$ cat config.mk
export PLATFORM = sky130hd
export DESIGN_NAME = control_mvm
export DESIGN_NICKNAME = d
export VERILOG_FILES = /design/src/rtl/control_mvm.sv
export SDC_FILE = /design/constraint.sdc
export NUM_CORES = 1
export LEC_CHECK = 0
export BUFFER_PORTS_ARGS = -buffer_cell sky130_fd_sc_hd__buf_2
export CAP_MARGIN = 20
export CORE_UTILIZATION = 45
export DETAILED_ROUTE_END_ITERATION = 12
export PLACE_DENSITY = 0.81
export SKIP_LAST_GASP = 1
export SLEW_MARGIN = 20
export SYNTH_ARGS = -nofsm -noshare
export SYNTH_HDL_FRONTEND = slang
export SYNTH_SLANG_ARGS = --single-unit
$ cat constraint.sdc
create_clock -name clk -period 1.43 [get_ports clk]
set_input_delay 0.2145 -clock clk [delete_from_list [all_inputs] [get_ports clk]]
set_output_delay 0.2145 -clock clk [all_outputs]
set_load 0.01 [all_outputs]
$ cat src/rtl/control_mvm.sv
`default_nettype none
// ============================================================================
// Module   : control_mvm
// Purpose  : Sequencer for an M x N matrix-vector multiplier. Loads W then X,
//            runs N MAC cycles per row and presents each row result over a
//            valid/ready handshake. Optional macro CONTROL_MVM_WEIGHT_REUSE_EN
//            adds reuse_w to keep W memory across passes.
// Revision : 1.0 - initial release
// ============================================================================
module control_mvm #(
  parameter int M = 3,
  parameter int N = 3,
  localparam int AW_W = (M * N > 1) ? $clog2(M * N) : 1,
  localparam int AW_X = (N > 1) ? $clog2(N) : 1,
  localparam int RW   = (M > 1) ? $clog2(M) : 1
) (
  input  logic            clk,
  input  logic            rst,
  input  logic            input_valid,
  input  logic            output_ready,
`ifdef CONTROL_MVM_WEIGHT_REUSE_EN
  input  logic            reuse_w,
`endif
  output logic [AW_X-1:0] addr_x,
  output logic            wr_en_x,
  output logic [AW_W-1:0] addr_w,
  output logic            wr_en_w,
  output logic            clear_acc,
  output logic            en_acc,
  output logic            input_ready,
  output logic            output_valid,
  output logic [RW-1:0]   out_row,
  output logic            out_last
);

  typedef enum logic [2:0] {
    S_RST    = 3'd0,
    S_LOAD_W = 3'd1,
    S_LOAD_X = 3'd2,
    S_MULT   = 3'd3,
    S_SEND   = 3'd4
  } state_t;

  localparam logic [AW_W-1:0] W_LAST = AW_W'(M * N - 1);
  localparam logic [AW_X-1:0] X_LAST = AW_X'(N - 1);
  localparam logic [RW-1:0]   R_LAST = RW'(M - 1);

  state_t          state;
  logic [AW_W-1:0] w_cnt;
  logic [AW_X-1:0] x_cnt;
  logic [RW-1:0]   row_cnt;
  logic            reuse_sel;

`ifdef CONTROL_MVM_WEIGHT_REUSE_EN
  assign reuse_sel = reuse_w;
`else
  assign reuse_sel = 1'b0;
`endif

  always_ff @(posedge clk) begin
    if (rst) begin
      state   <= S_RST;
      w_cnt   <= '0;
      x_cnt   <= '0;
      row_cnt <= '0;
    end else begin
      case (state)
        S_RST: state <= S_LOAD_W;

        S_LOAD_W: begin
          if (input_valid) begin
            if (w_cnt == W_LAST) begin
              w_cnt <= '0;
              state <= S_LOAD_X;
            end else begin
              w_cnt <= w_cnt + AW_W'(1);
            end
          end
        end

        S_LOAD_X: begin
          if (input_valid) begin
            if (x_cnt == X_LAST) begin
              x_cnt <= '0;
              state <= S_MULT;
            end else begin
              x_cnt <= x_cnt + AW_X'(1);
            end
          end
        end

        // w_cnt keeps running across rows so each row starts at row_cnt*N.
        S_MULT: begin
          w_cnt <= w_cnt + AW_W'(1);
          if (x_cnt == X_LAST) begin
            x_cnt <= '0;
            state <= S_SEND;
          end else begin
            x_cnt <= x_cnt + AW_X'(1);
          end
        end

        S_SEND: begin
          if (output_ready) begin
            if (row_cnt == R_LAST) begin
              row_cnt <= '0;
              w_cnt   <= '0;
              state   <= reuse_sel ? S_LOAD_X : S_LOAD_W;
            end else begin
              row_cnt <= row_cnt + RW'(1);
              state   <= S_MULT;
            end
          end
        end

        default: state <= S_RST;
      endcase
    end
  end

  always_comb begin
    addr_x       = '0;
    wr_en_x      = 1'b0;
    addr_w       = '0;
    wr_en_w      = 1'b0;
    clear_acc    = 1'b0;
    en_acc       = 1'b0;
    input_ready  = 1'b0;
    output_valid = 1'b0;
    out_row      = '0;
    out_last     = 1'b0;
    case (state)
      S_RST: clear_acc = 1'b1;
      S_LOAD_W: begin
        input_ready = 1'b1;
        addr_w      = w_cnt;
        wr_en_w     = input_valid;
      end
      S_LOAD_X: begin
        input_ready = 1'b1;
        addr_x      = x_cnt;
        wr_en_x     = input_valid;
      end
      S_MULT: begin
        en_acc = 1'b1;
        addr_w = w_cnt;
        addr_x = x_cnt;
      end
      S_SEND: begin
        output_valid = 1'b1;
        out_row      = row_cnt;
        out_last     = (row_cnt == R_LAST);
        clear_acc    = output_ready;
      end
      default: ;
    endcase
  end

endmodule
`default_nettype wire

==> summary.md <==
| Metric | Value |
|---|---|
| Post-synthesis instance area | `about 750 um^2` |
| Number of warning messages in the yosys log | `0` |
| Worst Hold Path Cells | `2` |
| Type of the tightest min-delay check | `input port to register` |
| Total congestion overflow after global routing | `0` |
| Initial antenna violation count | `0` |
| Core Rows | `14` |
| Hold violation count in the final report | `0` |
| Post-layout min period | `1.56 ns` |
| First-iteration detailed-routing DRC count | `13` |
| Final clock period utilization by the worst path | `1.09` |
| Maximum number of pins on one net before global-route repair | `12` |
| Total clock buffers created by CTS | `3` |
| Filler cells | `about 100` |
| Avg WL per Cell | `approximately 15 um` |
| Vias per std cell | `a little under 6` |
| Overall routed net length | `2.26 mm` |
| Yosys top cell area share | `0.294` |
| Number of port buffers | `18` |
| Share of power burned in registers | `0.352` |
| Clock share of power | `0.210` |
| Number of enable flip-flop cells after synthesis | `0` |
| Internal cell power | `~670 uW` |
| Arrival time at the worst endpoint | `1.77 ns` |
| Area of the die | `1830 um^2` |
| Worst vdd rail ir drop | `around 0.00057 V` |
| CTS tree | `yes` |
| Largest fanout on the critical path | `3` |
| Reported net switching power | `around 350 uW` |
| Least setup slack across all paths after layout | `-0.133 ns` |
| FMAX | `640 MHz` |
| Total via count after detailed routing | `868` |
| Total power consumption of the routed design | `1020 uW` |
| Path depth of the worst reg2reg path | `6` |
| Area added between synthesis and finish | `55.9%` |
| Area used by multi-input combinational logic | `roughly 560 um^2` |
| Last weighted congestion value of the routability-driven placer | `0.828` |
| Core area | `1520 um^2` |
| Yosys reg bits | `11` |
| Count of pins on the block boundary | `19` |
| Top FF cell, synth | `sky130_fd_sc_hd__dfxtp_1` |
| H-tree levels | `1` |
| Global-route wire length before repair | `between 3 and 4 mm` |
| Max Transition Viols Final | `0` |
| Share of flip-flops with an asynchronous set or reset | `0` |
| Violated checks | `negative setup slack` |
| Switching power as a share of total power | `0.345` |
| Synth top cells by count | `11 x sky130_fd_sc_hd__dfxtp_1, 10 x sky130_fd_sc_hd__and2_1, 9 x sky130_fd_sc_hd__nand2_1` |
| Cell at the root of the clock tree | `sky130_fd_sc_hd__clkbuf_4` |
| Crit path capture type | `register` |
| Run status | `finished with violations` |
| Number of antenna diodes | `0` |
| List of cells traversed by the critical path | `or3b_4 -> buf_4 -> o32ai_2 -> buf_4 -> or3_1 -> o311a_1` |
| Vias in the first global route | `between 700 and 800` |
| Worst setup SP type | `register` |
| Die span in y | `42.8 um` |
| Synthesized netlist cell count | `around 100` |
| Post-place setup slack | `0.0106 ns` |
| Slew @ Worst Pin | `between 0.2 and 0.3 ns` |
| Power Density | `872 nW/um^2` |
| Average cell area after synthesis | `roughly 7.6 um^2` |
| Residual DRC | `0` |
| RSZ-0062 raised after global routing | `true` |
| Number of hold buffers added after cts | `0` |
| Max-slew headroom at the worst pin | `0.808` |
| Skew-Pair Late Insertion Delay | `0.27 ns` |
| Library cell with the largest summed area after synthesis | `sky130_fd_sc_hd__dfxtp_1` |
| Share of total power in combinational logic | `0.438` |
| Number of clock sinks seen by CTS | `11` |
| Most frequent CP cell | `sky130_fd_sc_hd__buf_4` |
| Reported leakage power | `~0.00050 uW` |
| FF+latch area | `between 200 and 250 um^2` |
| Clock Tree Buf Depth | `2` |
| Largest stage delay, worst path | `between 0.4 and 0.5 ns` |
| Routed Antenna Nets | `0` |
| Die Wd | `42.8 um` |
| Layout cells sized above 1 | `0.526` |
| Cells taking the most area after synthesis | `sky130_fd_sc_hd__dfxtp_1 29%, sky130_fd_sc_hd__and2_1 8.4%, sky130_fd_sc_hd__a21oi_1 4.7%` |
| Required time of the critical path | `approximately 1.6 ns` |
| Finish-stage setup viols | `19` |
| Global Route Usage Sum | `0.234` |
| Distinct cells, synth | `35` |
| Final #Nets | `140` |
| Type of the setup path with the least slack | `register to register` |
| Dominant cell by count in the synthesized netlist | `sky130_fd_sc_hd__dfxtp_1` |
| Maximum capacitance violations | `0` |
| Clock transition at the registers of the reported paths | `approximately 0.07 ns` |
| DRT Pass-1 Iters | `4` |
| Initial cell density of the core | `0.491` |
| Final Skew | `approximately 0.0015 ns` |
| Cell at the slowest stage of the critical path | `sky130_fd_sc_hd__or3b_4` |
| HPWL after DPL | `between 1 and 1.5 mm` |
| Syn Nets | `104` |
| Share of synthesized area occupied by flip-flops and latches | `0.294` |
metrics by stage:
stage / TNS (ns) / cell area, um^2 / hold slack (ns) / util / instances
detailed placement: 0 / 903 / 0.479 / 0.593 / 136
floorplan: 0 / 749 / 0.369 / - / 98
finish: -1.30 / 1170 / 0.257 / 0.765 / 149
global placement: 0 / 903 / 0.471 / 0.593 / 136
CTS: -1.04 / 1010 / 0.254 / 0.660 / 147
global route: -2.27 / 1170 / 0.273 / 0.765 / 149
kinds of logic after synthesis:
logic type               count (synthesis)  synth area share
adder cells (fa/ha/maj)                  2            0.0334
XOR/XNOR                                 1            0.0117
AO/OA/AOI/OAI                           18             0.169
AND/OR/NAND/NOR                         55             0.423
flip-flops                              11             0.294
buffers and inverters                   11            0.0686
state kept, by name, summed over array words and instances, names as in the netlist:
register	flops
row_cnt	2
w_cnt	4
state	3
x_cnt	2
power by group through the flow:
stage          Sequential [uW]  Combinational (uW)  Clock [uW]
6_report                   358                 445         214
4_1_cts                    353                 350         224
2_1_floorplan              354                 201           0
5_1_grt                    359                 477         241
3_5_place_dp               359                 317           0
3_3_place_gp               356                 308           0
repair_timing:
action	CTS	global route
pin swaps	3	15
endpoints found under the hold margin	0	0
setup buffers	8	2
setup endpoints to repair	15	24
gates resized for setup	8	34
area by class of cell:
cell class              instances  share of cell area
repair buffers                 36               0.260
inverters                       6              0.0236
flip-flops and latches         11               0.193
multi-input cells              76               0.484
clock buffers                   4              0.0225
well taps                      16              0.0172
final timing paths:
| path | end | startpoint | slack [ns] |
|---|---|---|---|
| max | state[0] | state[1] | -0.13 |
| min | w_cnt[0] | rst | 0.26 |
| max reg2reg | state[0] | state[1] | -0.13 |
| min reg2reg | x_cnt[1] | x_cnt[1] | 0.50 |
layout by cell type (no fill, tap or decap), types with 4 or more instances in the layout:
master,count
sky130_fd_sc_hd__buf_6,14
sky130_fd_sc_hd__buf_4,14
sky130_fd_sc_hd__and2_4,9
sky130_fd_sc_hd__nand2_1,9
sky130_fd_sc_hd__nor2_1,8
sky130_fd_sc_hd__buf_2,8
sky130_fd_sc_hd__dfxtp_1,7
sky130_fd_sc_hd__inv_1,5
sky130_fd_sc_hd__a21oi_1,5
sky130_fd_sc_hd__dfxtp_2,4
routing by layer:
| layer | up-vias | global-route usage | wire length [um] |
|---|---|---|---|
| li1 | 418 | - | - |
| met1 | 420 | 0.285 | 880 |
| met2 | 24 | 0.388 | 1270 |
| met3 | 6 | 0.0383 | 75 |
| met4 | 0 | 0.125 | 34 |
| met5 | - | 0 | 0 |
worst max-delay path: cells and delay by family (launching register included):
kind	cells	cell delay, ns
AO/OA/AOI/OAI	2	0.31
buffers and inverters	2	0.33
flip-flops	1	0.34
AND/OR/NAND/NOR	2	0.52
No activity file was read; power rests on OpenSTA's default activity.
